==> src/rtl/uart_pkg.sv <==
// Shared definitions for the UART transmit path: FSM encoding and frame geometry.
package uart_pkg;

  typedef enum logic [2:0] {
    IDLE  = 3'd0,
    POP   = 3'd1,
    LOAD  = 3'd2,
    START = 3'd3,
    DATA  = 3'd4,
    STOP  = 3'd5
  } state_t;

  localparam int DATA_BITS  = 8;
  localparam int FRAME_BITS = 10;

endpackage

==> src/rtl/uart_baud_cnt.sv <==
// Bit-period counter: counts 0..CLKS_PER_BIT-1 and flags the last cycle of each bit.
module uart_baud_cnt #(
  parameter int CLKS_PER_BIT = 16
) (
  input  logic clk,
  input  logic reset,
  input  logic clear,
  output logic bitTick
);

  localparam int W = (CLKS_PER_BIT > 1) ? $clog2(CLKS_PER_BIT) : 1;

  logic [W-1:0] cnt;

  assign bitTick = (cnt == W'(CLKS_PER_BIT - 1));

  always_ff @(posedge clk) begin
    if (reset || clear) cnt <= '0;
    else if (bitTick)   cnt <= '0;
    else                cnt <= cnt + W'(1);
  end

endmodule

==> src/rtl/uart_tx_ctrl.sv <==
// UART transmitter: pops one byte per frame from the TX FIFO and shifts it out as 8N1.
module uart_tx_ctrl
  import uart_pkg::*;
#(
  parameter int CLKS_PER_BIT = 16
) (
  input  logic       clk,
  input  logic       reset,
  input  logic       txEn,
  input  logic       fifoEmpty,
  input  logic [7:0] fifoData,
  output logic       fifoReadEn,
  output logic       tx,
  output logic       busy,
  output logic       txDone
);

  state_t               state;
  logic [DATA_BITS-1:0] shreg;
  logic [2:0]           bitIdx;
  logic                 bitTick;
  logic                 clear;

  // Baud counter only runs while a frame is on the wire.
  assign clear  = (state == IDLE) || (state == POP) || (state == LOAD);
  assign txDone = (state == STOP) && bitTick;

  uart_baud_cnt #(.CLKS_PER_BIT(CLKS_PER_BIT)) u_baud (
    .clk     (clk),
    .reset   (reset),
    .clear   (clear),
    .bitTick (bitTick)
  );

  always_ff @(posedge clk) begin
    if (reset) begin
      state      <= IDLE;
      tx         <= 1'b1;
      busy       <= 1'b0;
      fifoReadEn <= 1'b0;
      shreg      <= '0;
      bitIdx     <= '0;
    end else begin
      fifoReadEn <= 1'b0;
      case (state)
        IDLE: begin
          tx <= 1'b1;
          if (txEn && !fifoEmpty) begin
            state      <= POP;
            fifoReadEn <= 1'b1;
            busy       <= 1'b1;
          end
        end
        POP: state <= LOAD;
        LOAD: begin
          // FIFO output became valid on the edge that closed the POP cycle.
          shreg  <= fifoData;
          bitIdx <= '0;
          tx     <= 1'b0;
          state  <= START;
        end
        START: if (bitTick) begin
          tx    <= shreg[0];
          state <= DATA;
        end
        DATA: if (bitTick) begin
          if (bitIdx == 3'(DATA_BITS - 1)) begin
            tx    <= 1'b1;
            state <= STOP;
          end else begin
            tx     <= shreg[1];
            shreg  <= shreg >> 1;
            bitIdx <= bitIdx + 3'd1;
          end
        end
        STOP: if (bitTick) begin
          if (txEn && !fifoEmpty) begin
            state      <= POP;
            fifoReadEn <= 1'b1;
          end else begin
            state <= IDLE;
            busy  <= 1'b0;
          end
        end
        default: begin
          state <= IDLE;
          tx    <= 1'b1;
          busy  <= 1'b0;
        end
      endcase
    end
  end

endmodule

==> config.mk <==
export PLATFORM = sky130hd
export DESIGN_NAME = uart_tx_ctrl
export DESIGN_NICKNAME = d
export VERILOG_FILES = /design/src/rtl/uart_pkg.sv /design/src/rtl/uart_baud_cnt.sv /design/src/rtl/uart_tx_ctrl.sv
export SDC_FILE = /design/constraint.sdc
export NUM_CORES = 1
export LEC_CHECK = 0
export ABC_AREA = 1
export CAP_MARGIN = 20
export CORE_ASPECT_RATIO = 0.75
export CORE_MARGIN = 1.5
export CORE_UTILIZATION = 41
export CTS_BUF_LIST = sky130_fd_sc_hd__clkbuf_4
export DETAILED_ROUTE_END_ITERATION = 12
export SYNTH_ARGS = -nofsm -noshare
export SYNTH_HDL_FRONTEND = slang
export SYNTH_SLANG_ARGS = --single-unit
==> constraint.sdc <==
create_clock -name clk -period 2.3 [get_ports clk]
set_input_delay 0.345 -clock clk [delete_from_list [all_inputs] [get_ports clk]]
set_output_delay 0.345 -clock clk [all_outputs]
set_load 0.03 [all_outputs]
Yosys cells after proc, flatten, opt, wreduce, memory -nomap -nowiden
Cells that the tools add are included.
Widths: inputs -> output; s select.
- add/sub/neg operators: 2
- equality and inequality tests: 14
- muxes and demuxes: 24
- bitwise logic cells: 2
- reduce and logical (&&, ||, !) cells: 15
- operators by type and width (kind ; count):
    $mux 3 ; 7
    $pmux 3 s6 ; 1
    $mux 8 ; 2
    $pmux 8 s2 ; 1
    $ne 2x2->1 const B ; 6
    $eq 3x3->1 const B ; 3
    $mux 1 ; 9
    $eq 3x2->1 const B ; 2
    $pmux 3 s2 ; 1
    $reduce_and 3->1 ; 2
    $reduce_and 5->1 ; 1
    $add 4x1->4 const B ; 1
    $eq 4x4->1 const B ; 1
    $pmux 1 s4 ; 1
    $reduce_and 4->1 ; 1
    $reduce_or 2->1 ; 2
    $reduce_or 4->1 ; 1
    $add 3x1->3 const B ; 1
    $eq 3x1->1 const B ; 1
    $logic_not 3->1 ; 1
    $logic_or 1x1->1 ; 3
    $pmux 1 s3 ; 1
    $logic_and 1x1->1 ; 2
    $ne 2x1->1 const B ; 1
    other kinds (4) ; 5
- register bits: 21
- input port bits: 12
- output and inout bits: 4
- logic and storage cells: 64

Longest topological paths before layout
- depth after elaboration: 5
- depth in mapped cells: 9
- gate-level depth less buffers: 9

Cells and area by module
Synthesis repeated with hierarchy kept, for this count alone.
- cell total of the unflattened synthesis: 164
- area total of the unflattened synthesis: 1194.9 um^2
- by module, submodules not included (module ; times used ; cells each ; area an instance (um^2)):
    uart_tx_ctrl ; 1 ; 145 ; 1028.5
    uart_baud_cnt ; 1 ; 19 ; 166.4

Worst setup path after synthesis
Ideal clock, no wire load.
- path type: reg-to-output
- from: register u_baud.cnt[0]
- to: output txDone
- data arrival time: 1195 ps
- required time: 1955 ps
- path slack: 760 ps
- stages on the path, launching flop included: 4
- cell sequence: dfxtp_1 -> ha_1 -> nand3_1 -> nor2_1
- word-level cells in the longest chain between the ends: 2
- RTL lines (element ; line ; source):
    start: declaration ; uart_baud_cnt.sv:13 ; logic [W-1:0] cnt;
    start signal: assignment ; uart_baud_cnt.sv:20 ; else cnt <= cnt + W'(1);
    $eq 4x4->1 ; uart_baud_cnt.sv:15 ; assign bitTick = (cnt == W'(CLKS_PER_BIT - 1));
    $logic_and 1x1->1 ; uart_tx_ctrl.sv:26 ; assign txDone = (state == STOP) && bitTick;
    end: declaration ; uart_tx_ctrl.sv:15 ; output logic txDone
No other way between the ends.

Final worst setup path
Ends and elaborated chain as after synthesis.

==> results.yml <==
floorplan:
  io_pins: 16
  core_area_um2: 2380
  fp.dieH_um: 47.2
  row_count: 15
  start_util: 0.447
  die_x_um: 61.9
  dieArea_um2: 2920
drt:
  wire_per_inst_um: 10.2
  finalWirelength_um: 2030
  num_vias: 961
  avgViaCountPerCell: 4.85
  ant_nets: 0
  drtPass1Iterations: 4
  dr.first_iter.drc_count: 39
  drc_errors: 0
status:
  outcome: "finished clean"
logic_synthesis:
  yosysTopAreaCellShare: 0.394
  yosysSeqAreaShare: 0.394
  avgSynthCellArea_um2: 7.20
  ys.flop_type: "dfxtp_1"
  postSynthCellCount: 148
  synth_common_cells: "28 x nand2_1, 21 x dfxtp_1, 17 x inv_1"
  synth_edf_count: 0
  synth.cell_area_um2: 1070
  synth_top_area_cell: "dfxtp_1"
  synth.most_common_cell: "nand2_1"
  ys_warn_count: 0
  async_flop_share: 0
  yosysUniqueCellTypes: 24
  synth_seq_cells: 21
  syn_nets: 163
  synthTopCellsByArea: "dfxtp_1 39%, nand2_1 9.9%, a21oi_1 7.5%"
job:
  cap_violations: 0
cts:
  cts_buffers: 3
  cts_buffer_depth: 2
  cts_root_buf: "clkbuf_4"
  clkLatencyLatePin_ns: 0.30
  cts.sinks: 21
  cts_tree: "built"
  htreeDepth: 1
  postCtsSetupRepairBufs: 0
  path_clk_slew_ns: 0.11
hold_path:
  worstHoldPathType: "reg -> reg"
  worstHoldStart: "u_baud.cnt[0]"
  min_path_cells: 1
  holdPathEnd: "u_baud.cnt[0]"
sta:
  finClkSkew_ns: 0.0102
  relSlewSlack: 0.778
  fin_ws_ns: 0.502
  finalHoldViolCount: 0
  worst_pin_slew_ns: 0.333
  fmax_ghz: 0.556
  rsz0062_at_grt: "false"
  report.final.slew_viol_count: 0
  fin_crit_ns: 1.80
  fin_crit_sh: 0.782
  setup_viol: 0
  tns_ns: 0
setup_path:
  r2r_cells: 8
  cp-start-kind: "flop"
  r2r_end: "bitIdx[1]"
  r2r-start: "u_baud.cnt[0]"
  path_class: "reg -> out"
  critPathArrivalTime_ns: 1.45
  r2r_setup_slack_ns: 0.77
  critPathMaxFanout: 3
  critical_path.endpoint_type: "output port"
  worstPathRequired_ns: 1.96
final_layout:
  fin_nets: 180
  multi_input_area_um2: 539
  fillCellCount: 245
  antenna_cells: 0
  layout-drive-gt1-share: 0.0793
  areaGrowthSynthToFinish_pct: 18.7
  seq_area_um2: 422
global_routing:
  grt_pass1_vias: 798
  grt_max_degree: 20
  met2_usage: 0.242
  grt_pass1_wl_um: 3240
  gr-usage-met1: 0.204
  antenna_found_initial: 0
  grt_util_met3: 0.0496
  overflow: 0
  top_usage_layer: "met2"
  grt_use_total: 0.153
pwr:
  p_sw_frac: 0.428
  peakVddDrop_uv: 414
  p_sw_mw: 0.599
  leakagePower_nw: 0.566
  seq_power_share: 0.410
  power.share.clock: 0.134
  p_comb_frac: 0.456
  powerDensity_nw_per_um2: 1110
  internal-power_mw: 0.800
place:
  pre_cts_slack_ns: 0.400
  place.gp.congestion: 0.872
  port_buffers: 15
  hpwl_um: 1490
==> what timing repair did <==
action | CTS | global route
hold buffers | 0 | 0
endpoints found under the hold margin | 0 | 0
gates resized for setup | 0 | 2
setup endpoints to repair | 0 | 1
==> state kept, by name, indices dropped and copies added (netlist names) <==
name        flops
shreg           8
u_baud.cnt      4
busy            1
state           3
tx              1
fifoReadEn      1
bitIdx          3
==> layout by cell type (no fill, tap or decap), drive strengths merged <==
master	n
nand2	31
dfxtp	21
inv	18
o21ai	17
a21oi	16
nor2	16
clkdlybuf4s50	14
nand3	14
clkbuf	4
nand4	3
ha	3
clkinv	1
nor3	1
o22ai	1
xnor2	1
xor2	1
dlymetal6s2s	1
buf	1
==> worst max-delay path: stages (launching register included) <==
cell            delay (ns)
dfxtp_1               0.37
ha_1                  0.19
nand3_1               0.13
nor2_1                0.15
dlymetal6s2s_1        0.31
==> cell type report <==
class                      count  share of cell area
tap                           34              0.0336
clock buffer                   4              0.0237
inverter                      19              0.0564
multi-input combinational    104               0.426
sequential                    21               0.333
timing repair buffer          16               0.127
==> worst max-delay path by stage <==
stage	startpoint	to	slack, ns	cells after the start
5_1_grt	u_baud.cnt[0]	txDone	0.38	4
3_5_place_dp	state[2]	txDone	0.40	3
2_1_floorplan	u_baud.cnt[0]	txDone	0.76	3
3_3_place_gp	state[2]	txDone	0.43	3
4_1_cts	state[2]	txDone	0.03	3
6_report	u_baud.cnt[0]	txDone	0.50	4
==> per-stage QoR <==
stage / total power, mW / hold slack [ns] / instances / util / cell area (µm²)
6_report: 1.40 / 0.457 / 198 / 0.531 / 1260
5_1_grt: 1.53 / 0.489 / 198 / 0.531 / 1260
4_1_cts: 1.41 / 0.461 / 198 / 0.529 / 1260
3_5_place_dp: 1.22 / 0.440 / 194 / 0.517 / 1230
3_3_place_gp: 1.21 / 0.432 / 194 / 0.517 / 1230
2_1_floorplan: 1.10 / 0.414 / 148 / - / 1070
==> per-layer routing <==
metal,up-vias,part of all wire
li1,521,-
met1,422,0.49
met2,18,0.45
met3,0,0.058
met4,0,0
met5,-,0
==> power groups by stage <==
stage	registers (mW)	clock network (mW)	logic (mW)
after floorplan	0.584	0	0.520
after global placement	0.577	0	0.631
after detailed placement	0.582	0	0.636
after CTS	0.573	0.199	0.639
after global routing	0.591	0.213	0.725
final	0.574	0.188	0.638
==> kinds of logic after synthesis <==
family,share of synthesized area
adders and majority gates,0.0352
and+or+nand+nor,0.293
buffers and inverters,0.0998
DFF,0.394
AOI/OAI and AO/OA,0.161
xor gates and xnor gates,0.0164
Note: power is estimated with default switching activity, not from simulation.
